===== config.mk =====
export PLATFORM = sky130hd
export DESIGN_NAME = decode_driver
export DESIGN_NICKNAME = d
export VERILOG_FILES = /design/src/rtl/decode_driver_pkg.sv /design/src/rtl/decode_req_fifo.sv /design/src/rtl/decode_driver.sv
export SDC_FILE = /design/constraint.sdc
export NUM_CORES = 1
export LEC_CHECK = 0
export BUFFER_PORTS_ARGS = -buffer_cell sky130_fd_sc_hd__buf_4
export CAP_MARGIN = 20
export CORE_UTILIZATION = 25
export CTS_BUF_LIST = sky130_fd_sc_hd__clkbuf_4 sky130_fd_sc_hd__clkbuf_8
export DETAILED_ROUTE_END_ITERATION = 16
export GPL_TIMING_DRIVEN = 0
export SLEW_MARGIN = 30
export SYNTH_ARGS = -nofsm -noshare
export SYNTH_HDL_FRONTEND = slang
export SYNTH_HIERARCHICAL = 1
export SYNTH_SLANG_ARGS = --single-unit

===== constraint.sdc =====
create_clock -name clk -period 2.85 [get_ports clk]
set_clock_uncertainty 0.1 [all_clocks]
set_input_delay 0.285 -clock clk [delete_from_list [all_inputs] [get_ports clk]]
set_output_delay 0.285 -clock clk [all_outputs]
set_load 0.01 [all_outputs]

===== src/rtl/decode_driver_pkg.sv =====
// Shared definitions for the decode_driver block: FSM state encodings and
// the width of one buffered request entry ({addr, hold}).
package decode_driver_pkg;

    typedef enum logic [1:0] {
        ST_IDLE   = 2'd0,
        ST_SETUP  = 2'd1,
        ST_ACTIVE = 2'd2
    } state_t;

    // One FIFO entry carries the 2-bit decoder address plus the hold field.
    function automatic int entry_width(input int hold_w);
        return 2 + hold_w;
    endfunction

endpackage


===== src/rtl/decode_req_fifo.sv =====
// Request FIFO for decode_driver. Show-ahead: dout always presents the head
// entry so the consumer can load it on the same edge it pops.
module decode_req_fifo #(
    parameter int DEPTH = 2,
    parameter int WIDTH = 6
) (
    input  logic                     clk,
    input  logic                     reset_n,
    input  logic                     push,
    input  logic                     pop,
    input  logic [WIDTH-1:0]         din,
    output logic [WIDTH-1:0]         dout,
    output logic [$clog2(DEPTH):0]   count,
    output logic                     full,
    output logic                     empty
);

    localparam int PTR_W = $clog2(DEPTH);
    localparam int CNT_W = PTR_W + 1;

    logic [WIDTH-1:0] mem [DEPTH];
    logic [PTR_W-1:0] wr_ptr;
    logic [PTR_W-1:0] rd_ptr;
    logic             do_push;
    logic             do_pop;

    // Pushes into a full FIFO and pops from an empty one are ignored.
    assign do_push = push && !full;
    assign do_pop  = pop && !empty;

    assign full  = (count == CNT_W'(DEPTH));
    assign empty = (count == '0);
    assign dout  = mem[rd_ptr];

    // Storage write; contents need no reset since count gates every read.
    always_ff @(posedge clk) begin
        if (do_push) begin
            mem[wr_ptr] <= din;
        end
    end

    // Pointer and occupancy bookkeeping; pointers wrap naturally.
    always_ff @(posedge clk or negedge reset_n) begin
        if (!reset_n) begin
            wr_ptr <= '0;
            rd_ptr <= '0;
            count  <= '0;
        end else begin
            if (do_push) begin
                wr_ptr <= wr_ptr + PTR_W'(1);
            end
            if (do_pop) begin
                rd_ptr <= rd_ptr + PTR_W'(1);
            end
            case ({do_push, do_pop})
                2'b10:   count <= count + CNT_W'(1);
                2'b01:   count <= count - CNT_W'(1);
                default: count <= count;
            endcase
        end
    end

endmodule


===== src/rtl/decode_driver.sv =====
// Sequencing front end for a 2-to-4 decoder. Buffers {addr, hold} requests
// and drives address0/address1/enable from registers so exactly one decoder
// output is high for hold+1 cycles, pulsing done on the last one.
// Optional macro DECODE_DRIVER_SETUP_EN inserts a one-cycle SETUP state
// (address stable, enable low) before every ACTIVE phase.
module decode_driver
    import decode_driver_pkg::*;
#(
    parameter int DEPTH  = 2,
    parameter int HOLD_W = 4
) (
    input  logic              clk,
    input  logic              reset_n,
    input  logic              req_valid,
    output logic              req_ready,
    input  logic [1:0]        req_addr,
    input  logic [HOLD_W-1:0] req_hold,
    output logic              address0,
    output logic              address1,
    output logic              enable,
    output logic              done,
    output logic              busy
);

    localparam int ENTRY_W = entry_width(HOLD_W);
    localparam int CNT_W   = $clog2(DEPTH) + 1;

`ifdef DECODE_DRIVER_SETUP_EN
    localparam state_t ST_LAUNCH = ST_SETUP;
`else
    localparam state_t ST_LAUNCH = ST_ACTIVE;
`endif

    state_t             state;
    state_t             state_next;
    logic [HOLD_W-1:0]  hold_cnt;
    logic [1:0]         addr_reg;
    logic               enable_reg;

    logic               fifo_push;
    logic               fifo_pop;
    logic [ENTRY_W-1:0] fifo_din;
    logic [ENTRY_W-1:0] fifo_dout;
    logic [CNT_W-1:0]   fifo_count;
    logic               fifo_full;
    logic               fifo_empty;

    // Ready looks only at the registered count, never at a same-cycle pop.
    assign req_ready = !fifo_full;
    assign fifo_push = req_valid && req_ready;
    assign fifo_din  = {req_addr, req_hold};

    decode_req_fifo #(
        .DEPTH (DEPTH),
        .WIDTH (ENTRY_W)
    ) u_fifo (
        .clk     (clk),
        .reset_n (reset_n),
        .push    (fifo_push),
        .pop     (fifo_pop),
        .din     (fifo_din),
        .dout    (fifo_dout),
        .count   (fifo_count),
        .full    (fifo_full),
        .empty   (fifo_empty)
    );

    // State register.
    always_ff @(posedge clk or negedge reset_n) begin
        if (!reset_n) begin
            state <= ST_IDLE;
        end else begin
            state <= state_next;
        end
    end

    // Next-state and pop decision: pop from IDLE, or on the last ACTIVE cycle.
    always_comb begin
        state_next = state;
        fifo_pop   = 1'b0;
        case (state)
            ST_IDLE: begin
                if (!fifo_empty) begin
                    fifo_pop   = 1'b1;
                    state_next = ST_LAUNCH;
                end
            end
`ifdef DECODE_DRIVER_SETUP_EN
            ST_SETUP: begin
                state_next = ST_ACTIVE;
            end
`endif
            ST_ACTIVE: begin
                if (hold_cnt == '0) begin
                    if (!fifo_empty) begin
                        fifo_pop   = 1'b1;
                        state_next = ST_LAUNCH;
                    end else begin
                        state_next = ST_IDLE;
                    end
                end
            end
            default: begin
                state_next = ST_IDLE;
            end
        endcase
    end

    // Status outputs decoded from registered state only.
    always_comb begin
        done = (state == ST_ACTIVE) && (hold_cnt == '0);
        busy = (state != ST_IDLE) || (fifo_count != '0);
    end

    // Datapath registers: address changes only on a pop, enable follows the
    // upcoming state so it is a clean flop output.
    always_ff @(posedge clk or negedge reset_n) begin
        if (!reset_n) begin
            addr_reg   <= 2'b00;
            hold_cnt   <= '0;
            enable_reg <= 1'b0;
        end else begin
            if (fifo_pop) begin
                addr_reg <= fifo_dout[ENTRY_W-1 -: 2];
                hold_cnt <= fifo_dout[HOLD_W-1:0];
            end else if ((state == ST_ACTIVE) && (hold_cnt != '0)) begin
                hold_cnt <= hold_cnt - HOLD_W'(1);
            end
            enable_reg <= (state_next == ST_ACTIVE);
        end
    end

    assign address0 = addr_reg[0];
    assign address1 = addr_reg[1];
    assign enable   = enable_reg;

endmodule


Yosys cells after proc, flatten, opt, wreduce, memory -nomap -nowiden
Memory sizes are Yosys's and may differ from the RTL's.
Index checks and enable logic that the tools add are counted.
Storage, ports and cells
  register bits: 13
  bits in latches: 0
  RAM bits: 12
  bits in read-only memories: 0
  output and inout bits: 6
  word-level logic and storage cells: 46
  memories: 1
Memories
  u_fifo.mem: words 2, bits a word 6, rd ports 1, clocked after Yosys merged registers in 0, wr ports 1, RTL line decode_req_fifo.sv:21  | logic [WIDTH-1:0] mem [DEPTH];
Cells by class
  $add $sub $neg: 5
  multipliers: 0
  div/mod/pow operators: 0
  $lt $le $gt $ge: 0
  equality and inequality tests: 5
  shifts and indexed selects: 0
  multiplexer cells: 12
  bitwise logic cells: 0
  reduce and logical (&&, ||, !) cells: 16
Operators with widths (count)
  2-bit equality test (second input constant): 4
  4-bit two-way mux: 2
  2-bit case mux with 2 select lines: 2
  2-bit nonzero test: 4
  2-bit two-way mux: 3
  1-bit logical AND: 5
  2-bit logical NOT: 2
  4-bit logical NOT: 1
  1-bit two-way mux: 4
  4-bit nonzero test: 1
  4-bit by 1-bit subtractor with 4-bit output (second input constant): 1
  1-bit adder (second input constant): 2
  2-bit by 1-bit adder with 2-bit output (second input constant): 1
  2-bit by 1-bit equality test with 1-bit output (second input constant): 1
  1-bit logical NOT: 2
  1-bit case mux with 2 select lines: 1
  2-bit by 1-bit subtractor with 2-bit output (second input constant): 1
  1-bit logical OR: 1

Depth between registers and ports, before layout
  depth in word-level cells: 7
  mapped depth: 9
  depth with buffers taken out: 9

Hierarchy
The synthesis kept the hierarchy.
Modules (own cells, without submodules)
  decode_req_fifo: instances 1, cells an instance 37, area each 631.9 µm², sequential area each 460.4 µm²
  decode_driver: instances 1, cells an instance 42, area each 471.7 µm², sequential area each 225.2 µm²

Least setup slack after synthesis
Ideal clock, no wire load.
  path kind: reg-to-reg
  start: reg hold_cnt[0]
  end: reg u_fifo.count[1]
  library setup time: 0.079 ns
  arrival time: 2.167 ns
  data required time: 2.671 ns
  path slack: 0.504 ns
  cell stages (with the launch flop): 9
  clock period less this slack: 2.346 ns
  path through: dfrtp_1 inv_1 ha_1 or3b_4 a211oi_4 nor2b_2 ha_1 nor2_1 xor2_1
On the way
  cells in the longest elaborated chain, start to end: 6
  elaborated cells on any way between the ends: 8
  classes of those cells: eq/ne (2); mux (3); reduce/logical (3)
Ends and longest elaborated chain
  start: declaration: RTL line decode_driver.sv:36  | logic [HOLD_W-1:0] hold_cnt;
  start signal: assignment: RTL line decode_driver.sv:125  | hold_cnt <= fifo_dout[HOLD_W-1:0];
  start signal: assignment: RTL line decode_driver.sv:127  | hold_cnt <= hold_cnt - HOLD_W'(1);
  4-bit logical NOT *: RTL line decode_driver.sv:94  | if (hold_cnt == '0) begin
  1-bit two-way mux *: RTL line decode_driver.sv:94
  1-bit case mux with 2 select lines *: RTL line decode_driver.sv:81  | case (state)
  via fifo_pop: RTL line decode_driver.sv:41  | logic fifo_pop;
  1-bit logical AND *: RTL line decode_req_fifo.sv:29  | assign do_pop = pop && !empty;
  via u_fifo.do_pop: RTL line decode_req_fifo.sv:25  | logic do_pop;
  2-bit by 1-bit equality test with 1-bit output / 2-bit equality test (equally long branches): RTL line decode_req_fifo.sv:55  | case ({do_push, do_pop})
  2-bit case mux with 2 select lines / 2-bit nonzero test (equally long branches)
  end signal: assignment: RTL line decode_req_fifo.sv:56  | 2'b10: count <= count + CNT_W'(1);
  end signal: assignment: RTL line decode_req_fifo.sv:57  | 2'b01: count <= count - CNT_W'(1);
  end signal: assignment: RTL line decode_req_fifo.sv:58  | default: count <= count;
  end: declaration: RTL line decode_req_fifo.sv:13  | output logic [$clog2(DEPTH):0] count,
The timed path passes the listed nets; every way through them passes the cells marked *.
A chain may end at the register's enable or synchronous reset.

Final worst setup path
Ends and elaborated chain as after synthesis.

==> results.md <==
- Clock network power share: 0.165
- Worst-path fanout max: 10
- Cell count after synthesis: 79
- Ys flop type: dfrtp_1
- CTS resizes: 0
- Post-synthesis adder-cell area fraction: 0.0227
- Largest net degree at the start of global routing: 17
- Drt pass-1 iters: 4
- Status: finished, final reports clean
- Post-CTS setup buffers: 0
- Setup_tns: 0 ns
- Initial DRC count: 18
- Max FFs per register: 12
- Post-synth ARST share: 0.520
- Worst setup EP type: flop
- Routability cong.: 0.746
- Crit share post-route: 0.905
- Register area: a little under 700 sq um
- Sw frac: 0.334
- Hold WC Path Type: in2reg
- Hold_buf cts: 1
- Initial antenna violation count: 0
- Post-synth EDFFs: 12
- # rows: 23
- Avg WL per Cell: around 12 um
- Distinct cells, synth: 32
- Post-DP HPWL: 1320 um
- Fin. Hold Viols: 0
- Top cell type's share of synthesized area: 0.327
- Pleak: between 0.5 and 0.6 nW
- Gr ovfl total: 0
- Root Driver: clkbuf_8
- Layout cells sized above 1: 0.306
- Placed cell count: 143
- Multi-input logic area: about 380 sq um
- Cts bufs inserted: 3
- Fin cells: roughly 150
- Worst setup SP type: flop
- Max Cap Viol: 0
- Tightest Pin Transition: ~0.56 ns
- I/O pin count: 15
- Clock Pin Slew Worst Setup and Hold Paths: about 0.090 ns
- CTS max path bufs: 2
- Width of the die: ~70 um
- Slew Limit Fails: 0
- RSZ-0062 raised after global routing: false
- Syn_nets: 90
- Sw Pwr: between 0.0004 and 0.0005 W
- CP Class: reg2reg
- Most frequent cells after synthesis: dfrtp_1 (13), edfxtp_1 (12), inv_1 (8)
- Post-Synth XOR/XNOR Area: 0.0397
- Compound-cell area share of the yosys netlist: 0.0692
- Number of synthesized register bits: 25
- Final WL: 1700 um
- Sequential share of the synthesized area: 0.621
- Fmax: 388 MHz
- Peak supply drop: roughly 0.33 mV
- Syn Area/Cell: approximately 14 sq um
- Largest register by flop count: u_fifo/mem
- Warnings from Yosys: 6
- Area contributors post-synth: edfxtp_1 (33%), dfrtp_1 (29%), mux2_1 (6.1%), mux2_2 (3.1%), inv_1 (2.7%)
- Routed Antenna Nets: 0
- Syn Std Cell Area: between 1000 and 1500 sq um
- Hold_sp: req_hold[2]
- Final Setup Violations: 0
- Die ar.: about 4700 sq um
- Clock Latency Late Sink: approximately 0.27 ns
- Int Power: between 0.0008 and 0.0009 W
- Starting Density: 0.268
- # DRC: 0
- Flop pwr share: 0.456
- Clk sinks: 25
- Crit path launch: hold_cnt[0]
- Post-DR vias/cell: roughly 4.3
- Number of nets in the layout: 110
- H-tree depth: 1
- CP Data Required Time: just under 3 ns
- Post-synth top area cell: edfxtp_1
- Port bufs: 14
- Top flop regs: u_fifo/mem: 12 flops, hold_cnt: 4 flops
- GR Util All Layers: 0.0883
- Multiplexer area fraction after synthesis: 0.101
- CTS tree: built
- First-pass GRT wire length: approximately 3000 um
- Via Count: 630
- Reg-to-Reg Start: hold_cnt[0]
- Min Tclk post-route: approximately 2.6 ns
- Most frequent cell after synthesis: dfrtp_1
- Slew HR: 0.627
- ANT cells: 0
- Die height: approximately 68 um
- Logic gate share of total power: 0.379
- Largest family of logic cells by synthesized area: simple AND/OR/NAND/NOR gates
- Fillers: 431
- Crit path DAT: about 2.7 ns
- Synth Area in Simple Gates: 0.108
- Vias in the first global route: around 660
- Pwr/cell area: between 900 and 1000 nW/um^2
- Area growth syn-to-layout: 20.6%
- Core box area: ~4100 sq um
==> worst paths after layout <==
kind	slack, ns	to	cells after the start
setup / recovery	0.27	u_fifo/count[1]	8
hold / removal	0.09	u_fifo/mem[1][2]	1
setup reg to reg	0.27	u_fifo/count[1]	8
hold reg to reg	0.42	u_fifo/wr_ptr	1
max in group asynchronous	2.20	state[0]	2
min in group asynchronous	0.28	addr_reg[0]	2
==> metrics by stage <==
step                cell area, sq um   util  hold WS [ns]  setup slack, ns  total power [W]
floorplan                       1100      -        -0.111            0.504         0.000953
global placement                1270  0.309        0.0402            0.329          0.00107
detailed placement              1270  0.309        0.0368            0.292          0.00110
CTS                             1330  0.324        0.0876            0.244          0.00132
global route                    1330  0.324        0.0764           0.0474          0.00141
finish                          1330  0.324        0.0947            0.271          0.00130
==> cell type report <==
class,instances,share of cell area
clock inverters,1,0.00658
multi-input cells,44,0.285
inverters,8,0.0226
repair buffers,15,0.0865
flip-flops and latches,25,0.515
clock buffers,3,0.0310
plain buffers,2,0.00658
well taps,50,0.0470
==> worst max-delay path, stage by stage, from the launching register on <==
cell	delay, ns
dfrtp_1	0.42
inv_1	0.07
ha_1	0.18
or3b_4	0.41
a211oi_4	0.48
nor2b_2	0.28
ha_1	0.27
nor2_1	0.14
xor2_1	0.15
==> layer usage <==
metal | vias up | routed length [um] | track usage
met5 | - | 0 | 0
met1 | 308 | 798 | 0.114
li1 | 312 | - | -
met2 | 8 | 835 | 0.142
met4 | 0 | 27 | 0.0547
met3 | 2 | 41 | 0.00667
==> power groups by stage <==
stage               Clock, W  Combinational [W]  Sequential [W]
floorplan                  0           0.000365        0.000588
global placement           0           0.000481        0.000593
detailed placement         0           0.000499        0.000601
CTS                 0.000223           0.000504        0.000593
global route        0.000240           0.000558        0.000611
finish              0.000215           0.000493        0.000593
==> placed cells by master (no fill, tap or decap), types with 2 or more instances in the layout <==
master	netlist	routed
buf_4	0	14
dfrtp_1	13	13
edfxtp_1	12	12
inv_1	8	8
mux2_1	6	6
mux2_2	3	3
clkbuf_8	0	3
nor2_1	3	3
xnor2_1	3	3
nor2b_1	2	2
o31ai_1	2	2
nor3_1	2	2
o21ai_0	2	2
ha_1	2	2
xor2_1	2	2
==> cells by family (layout without fill, tap and decap cells) <==
logic type | count (synthesis) | count (layout)
DFF | 25 | 25
adders and majority gates | 2 | 2
xor gates and xnor gates | 5 | 5
and+or+nand+nor | 18 | 18
other | 1 | 1
AOI/OAI and AO/OA | 8 | 8
muxes | 10 | 10
buffers and inverters | 10 | 29
(Power assumes the default switching activity.)
